[src/rtl/reg_arb_pkg.sv]
// Shared types and helpers for the round-robin register write arbiter.
package reg_arb_pkg;

    typedef enum logic [1:0] {
        IDLE,
        CLEAR,
        STORE,
        VERIFY
    } arb_state_t;

    // Index width for n requesters; never narrower than one bit.
    function automatic int id_width(input int n);
        return (n <= 2) ? 1 : $clog2(n);
    endfunction

endpackage

[src/rtl/reg_write_arbiter_rr_pick.sv]
// Combinational round-robin picker: first set request at or after ptr, wrapping.
module rr_pick
    import reg_arb_pkg::*;
#(
    parameter int NREQ = 4,
    parameter int IDW  = id_width(NREQ)
) (
    input  logic [NREQ-1:0] req,
    input  logic [IDW-1:0]  ptr,
    output logic            valid,
    output logic [IDW-1:0]  id
);

    logic [NREQ-1:0] rot;

    // NOTE: every always_comb output gets a default before any branch so no latch is inferred.
    always_comb begin
        valid = |req;
        id    = '0;
        // Rotating the doubled vector puts the request at ptr in bit 0.
        rot   = NREQ'({req, req} >> ptr);
        for (int k = NREQ - 1; k >= 0; k--) begin
            if (rot[k]) begin
                id = IDW'((int'(ptr) + k) % NREQ);
            end
        end
    end

endmodule

[src/rtl/reg_write_arbiter.sv]
// Round-robin sequencer sharing one D flip-flop register among NREQ writers.
module reg_write_arbiter
    import reg_arb_pkg::*;
#(
    parameter int NREQ  = 4,
    parameter int WIDTH = 4
) (
    input  logic                        clk,
    input  logic                        clr,
    input  logic [NREQ-1:0]             req,
    input  logic [NREQ*WIDTH-1:0]       wdata,
    input  logic                        clr_req,
    input  logic [WIDTH-1:0]            reg_q,
    output logic [WIDTH-1:0]            reg_d,
    output logic                        reg_st,
    output logic                        reg_clr,
    output logic [NREQ-1:0]             ack,
    output logic                        wr_err,
    output logic [id_width(NREQ)-1:0]   grant_id,
    output logic                        busy
);

    localparam int IDW = id_width(NREQ);

    arb_state_t       state;
    arb_state_t       state_next;
    logic [IDW-1:0]   rr_ptr;
    logic [WIDTH-1:0] data_l;
    logic             pick_valid;
    logic [IDW-1:0]   pick_id;

    rr_pick #(
        .NREQ (NREQ),
        .IDW  (IDW)
    ) u_pick (
        .req   (req),
        .ptr   (rr_ptr),
        .valid (pick_valid),
        .id    (pick_id)
    );

    always_comb begin
        state_next = state;
        case (state)
            IDLE: begin
                if (clr_req) begin
                    state_next = CLEAR;
                end else if (pick_valid) begin
                    state_next = STORE;
                end
            end
            CLEAR:   state_next = IDLE;
            STORE:   state_next = VERIFY;
            VERIFY:  state_next = IDLE;
            default: state_next = IDLE;
        endcase
    end

    // NOTE: sequential state uses non-blocking assignments so every flop samples pre-edge values.
    always_ff @(posedge clk) begin
        if (clr) begin
            state    <= IDLE;
            rr_ptr   <= '0;
            grant_id <= '0;
            data_l   <= '0;
            reg_st   <= 1'b0;
            ack      <= '0;
        end else begin
            state  <= state_next;
            reg_st <= 1'b0;
            ack    <= '0;
            case (state)
                IDLE: begin
                    if (!clr_req && pick_valid) begin
                        grant_id <= pick_id;
                        data_l   <= wdata[pick_id*WIDTH +: WIDTH];
                        reg_st   <= 1'b1;
                    end
                end
                CLEAR:  data_l <= '0;
                STORE:  ack[grant_id] <= 1'b1;
                VERIFY: rr_ptr <= (grant_id == IDW'(NREQ - 1)) ? '0 : grant_id + 1'b1;
                default: ;
            endcase
        end
    end

    assign reg_d   = data_l;
    assign reg_clr = clr | (state == CLEAR);
    assign busy    = (state != IDLE);
    // Readback only exists after the STORE edge, so the compare is taken live during VERIFY.
    assign wr_err  = (|ack) & (reg_q != data_l);

endmodule

[config.mk]
export PLATFORM = sky130hd
export DESIGN_NAME = reg_write_arbiter
export DESIGN_NICKNAME = d
export VERILOG_FILES = /design/src/rtl/reg_arb_pkg.sv /design/src/rtl/reg_write_arbiter_rr_pick.sv /design/src/rtl/reg_write_arbiter.sv
export SDC_FILE = /design/constraint.sdc
export NUM_CORES = 1
export LEC_CHECK = 0
export ABC_AREA = 1
export BUFFER_PORTS_ARGS = -buffer_cell sky130_fd_sc_hd__buf_2
export CORE_MARGIN = 4
export CORE_UTILIZATION = 51
export CTS_BUF_LIST = sky130_fd_sc_hd__clkbuf_8
export DETAILED_ROUTE_END_ITERATION = 7
export PLACE_DENSITY = 0.82
export SLEW_MARGIN = 20
export SYNTH_ARGS = -nofsm -noshare
export SYNTH_HDL_FRONTEND = slang
export SYNTH_HIERARCHICAL = 1
export SYNTH_SLANG_ARGS = --single-unit
[constraint.sdc]
create_clock -name clk -period 4.7 [get_ports clk]
set_clock_uncertainty 0.05 [all_clocks]
set_input_delay 1.175 -clock clk [delete_from_list [all_inputs] [get_ports clk]]
set_output_delay 1.175 -clock clk [all_outputs]
set_load 0.03 [all_outputs]
==> reports/results.tsv <==
stage	metric	value	unit
run_status	status	completed	
worst_setup_path	startpoint_type	input port	
die	io-pin-count	41	
worst_setup_path	crit_family	buffers and inverters	
clock_network	clk_path_buf_depth	2	
grt	grt_pass1_vias	1068	
grt	grt_usage	0.198	
yosys	ys_ff_latch	15	
power_and_ir_drop	ir_worst_vdd	0.230	mV
yosys	syn-mean-instance-area	6.01	µm²
sta	hold_viol_final	0	
yosys	netlist_area	0.00114	mm²
detailed_routing	drt_first_pass_iters	4	
yosys	synth_top_family_by_area	simple AND/OR/NAND/NOR gates	
detailed_routing	drt_iter0_markers	19	
sta	rsz0062_at_grt	no	
power_and_ir_drop	totalPowerFinal	386	µW
yosys	yosys-top-cells-count	nand2_1, inv_1, nand3_1	
worst_setup_path	critPathKind	input port to output port	
clock_network	ctsRootBufferMaster	clkbuf_8	
yosys	synth_area_leaders	dfxtp_1, nand2_1, inv_1	
yosys	synth_mux_area_frac	0	
clock_network	clk_pin_slew	0.06	ns
yosys	ys_types	24	
layout	fin_area	0.00140	mm²
worst_setup_path	cp.required	3.47	ns
die	dieWidth	55.2	µm
sta	tightest_slew	0.413	ns
placed_design	io_buffers	40	
worst_setup_path	cpMaxStageDelayCell	buf_2	
yosys	yosys_most_used_dff	dfxtp_1	
power_and_ir_drop	p_leak	0.862	nW
detailed_routing	wl_per_cell	9.58	µm
sta	fmax	0.331	GHz
clock_network	htree_levels	1	
die	die-area	0.00305	mm²
layout	drive_gt1_frac	0.277	
layout	utilization	0.684	
worst_setup_path	critPathCaptureType	output port	
yosys	ys_seq_area_frac	0.264	
worst_setup_path	max_stage_delay	0.18	ns
die	die_y	55.2	µm
clock_network	post_cts_buffers	0	
die	initial_utilization	0.556	
sta	finalSetupViolCount	0	
clock_network	cts_tree	yes	
yosys	synthXorXnorAreaFrac	0.00771	
layout	final_nets	263	
min_path	hp-class	register to register	
sta	slew_violations	0	
yosys	synth_edf_count	0	
yosys	async_flop_share	0	
clock_network	hold_buffers	0	
grt	antenna_found_initial	0	
clock_network	cts_made_buffers	3	
yosys	synth-compound-area-share	0.0407	
yosys	synth.most_common_cell	nand2_1	
yosys	ys_warn_count	6	
flow_run	cap_violations	0	
clock_network	cts_resized	0	
detailed_routing	routed_wl	2.47	mm
detailed_routing	vias	1182	
yosys	yosysTopAreaCellShare	0.264	
layout	diodes	0	
grt	grt_overflow_total	0	
detailed_routing	antenna_left	0	
yosys	synth_area_leader_cell	dfxtp_1	
placed_design	dp_hpwl	2.04	mm
die	num_rows	16	
sta	hold_ws	0.466	ns
grt	grt_max_degree	11	
yosys	synth-adder-area-share	0.0441	
worst_setup_path	worstPathArrival	1.80	ns
worst_setup_path	cp_common_cell	nand2_1	
sta	finalCriticalPeriod	3.02	ns
yosys	synth_cells	189	
placed_design	gp_congestion	0.764	
sta	setup-tns-final	0	ns
clock_network	cts.sinks	15	
worst_setup_path	path_buf_inv	3	
worst_setup_path	cp_max_fo	2	
detailed_routing	drcViolationCount	0	
placed_design	dpl_cell_area	0.00135	mm²
layout	area_growth_syn_to_layout	23.0	%
yosys	synth-simple-area-share	0.466	
grt	grt_pass1_wl	4.31	mm
sta	fin_crit_sh	0.643	
clock_network	insertion_delay	0.25	ns
yosys	synth.net_count	220	
die	core_area	0.00204	mm²
sta	slew_headroom	0.724	
detailed_routing	viasPerCell	4.58	
worst_setup_path	path_cells	buf_2 > inv_1 > nand2_1 > nand2_1 > nand2_1 > nor2_1 > nor2_1 > buf_2	
power_and_ir_drop	power.density	276	mW/mm²
## worst min-delay path: cells and delay by family (launching register included)
kind | cells | cell delay, ns
flip-flops | 1 | 0.33
AND/OR/NAND/NOR | 2 | 0.14
## layer usage
| layer | wire length, µm | vias to the layer above | track usage |
|---|---|---|---|
| met5 | 0 | - | 0 |
| met3 | 120 | 4 | 0.0268 |
| li1 | - | 649 | - |
| met1 | 1120 | 504 | 0.233 |
| met4 | 45 | 0 | 0.0972 |
| met2 | 1190 | 25 | 0.348 |
## logic make-up after synthesis
kind of cell,Yosys count
AOI/OAI and AO/OA,8
DFF,15
xor gates and xnor gates,1
and+or+nand+nor,111
buffers and inverters,50
adders and majority gates,4
## sequential cells by signal, indices dropped and copies added (netlist names)
| register | count |
|---|---|
| rr_ptr | 2 |
| reg_st | 1 |
| ack | 4 |
| reg_d | 4 |
| grant_id | 2 |
| state | 2 |
## cells in the final DEF, fill, tap and decap left out, types with 4 or more instances in the layout
| cell | Yosys | routed |
|---|---|---|
| dfxtp_1 | 15 | 15 |
| buf_2 | 0 | 40 |
| nand2_2 | 7 | 7 |
| inv_2 | 5 | 5 |
| nand2_1 | 64 | 64 |
| ha_1 | 4 | 4 |
| nand3_1 | 18 | 18 |
| nand4_1 | 5 | 5 |
| nor2_1 | 10 | 10 |
| inv_1 | 42 | 42 |
## report_power, final
part | internal, mW | switching, mW | total [mW]
logic | 0.0473 | 0.0860 | 0.133
registers | 0.137 | 0.0121 | 0.149
clock network | 0.0587 | 0.0450 | 0.104
## worst paths after layout
path         startpoint       end  slack, ns  cells after the start
max            reg_q[3]    wr_err       1.68                      8
min            reg_d[0]  reg_d[0]       0.47                      2
max reg2reg   rr_ptr[0]  reg_d[3]       2.73                     12
min reg2reg    reg_d[0]  reg_d[0]       0.47                      2
## per-stage QoR
stage	cells	setup WS, ns
global route	258	1.59
global placement	254	1.67
detailed placement	254	1.66
finish	258	1.68
CTS	258	1.66
floorplan	189	1.70
## final cells by class
cell class | count | area [µm²]
Inverter | 48 | 183
Fill cell | 199 | 644
Clock inverter | 1 | 5.00
Multi-Input combinational cell | 124 | 634
Tap cell | 27 | 33.8
Clock buffer | 3 | 41.3
Sequential cell | 15 | 300
Timing Repair Buffer | 40 | 200
Power figures use the tool's default switching activity.
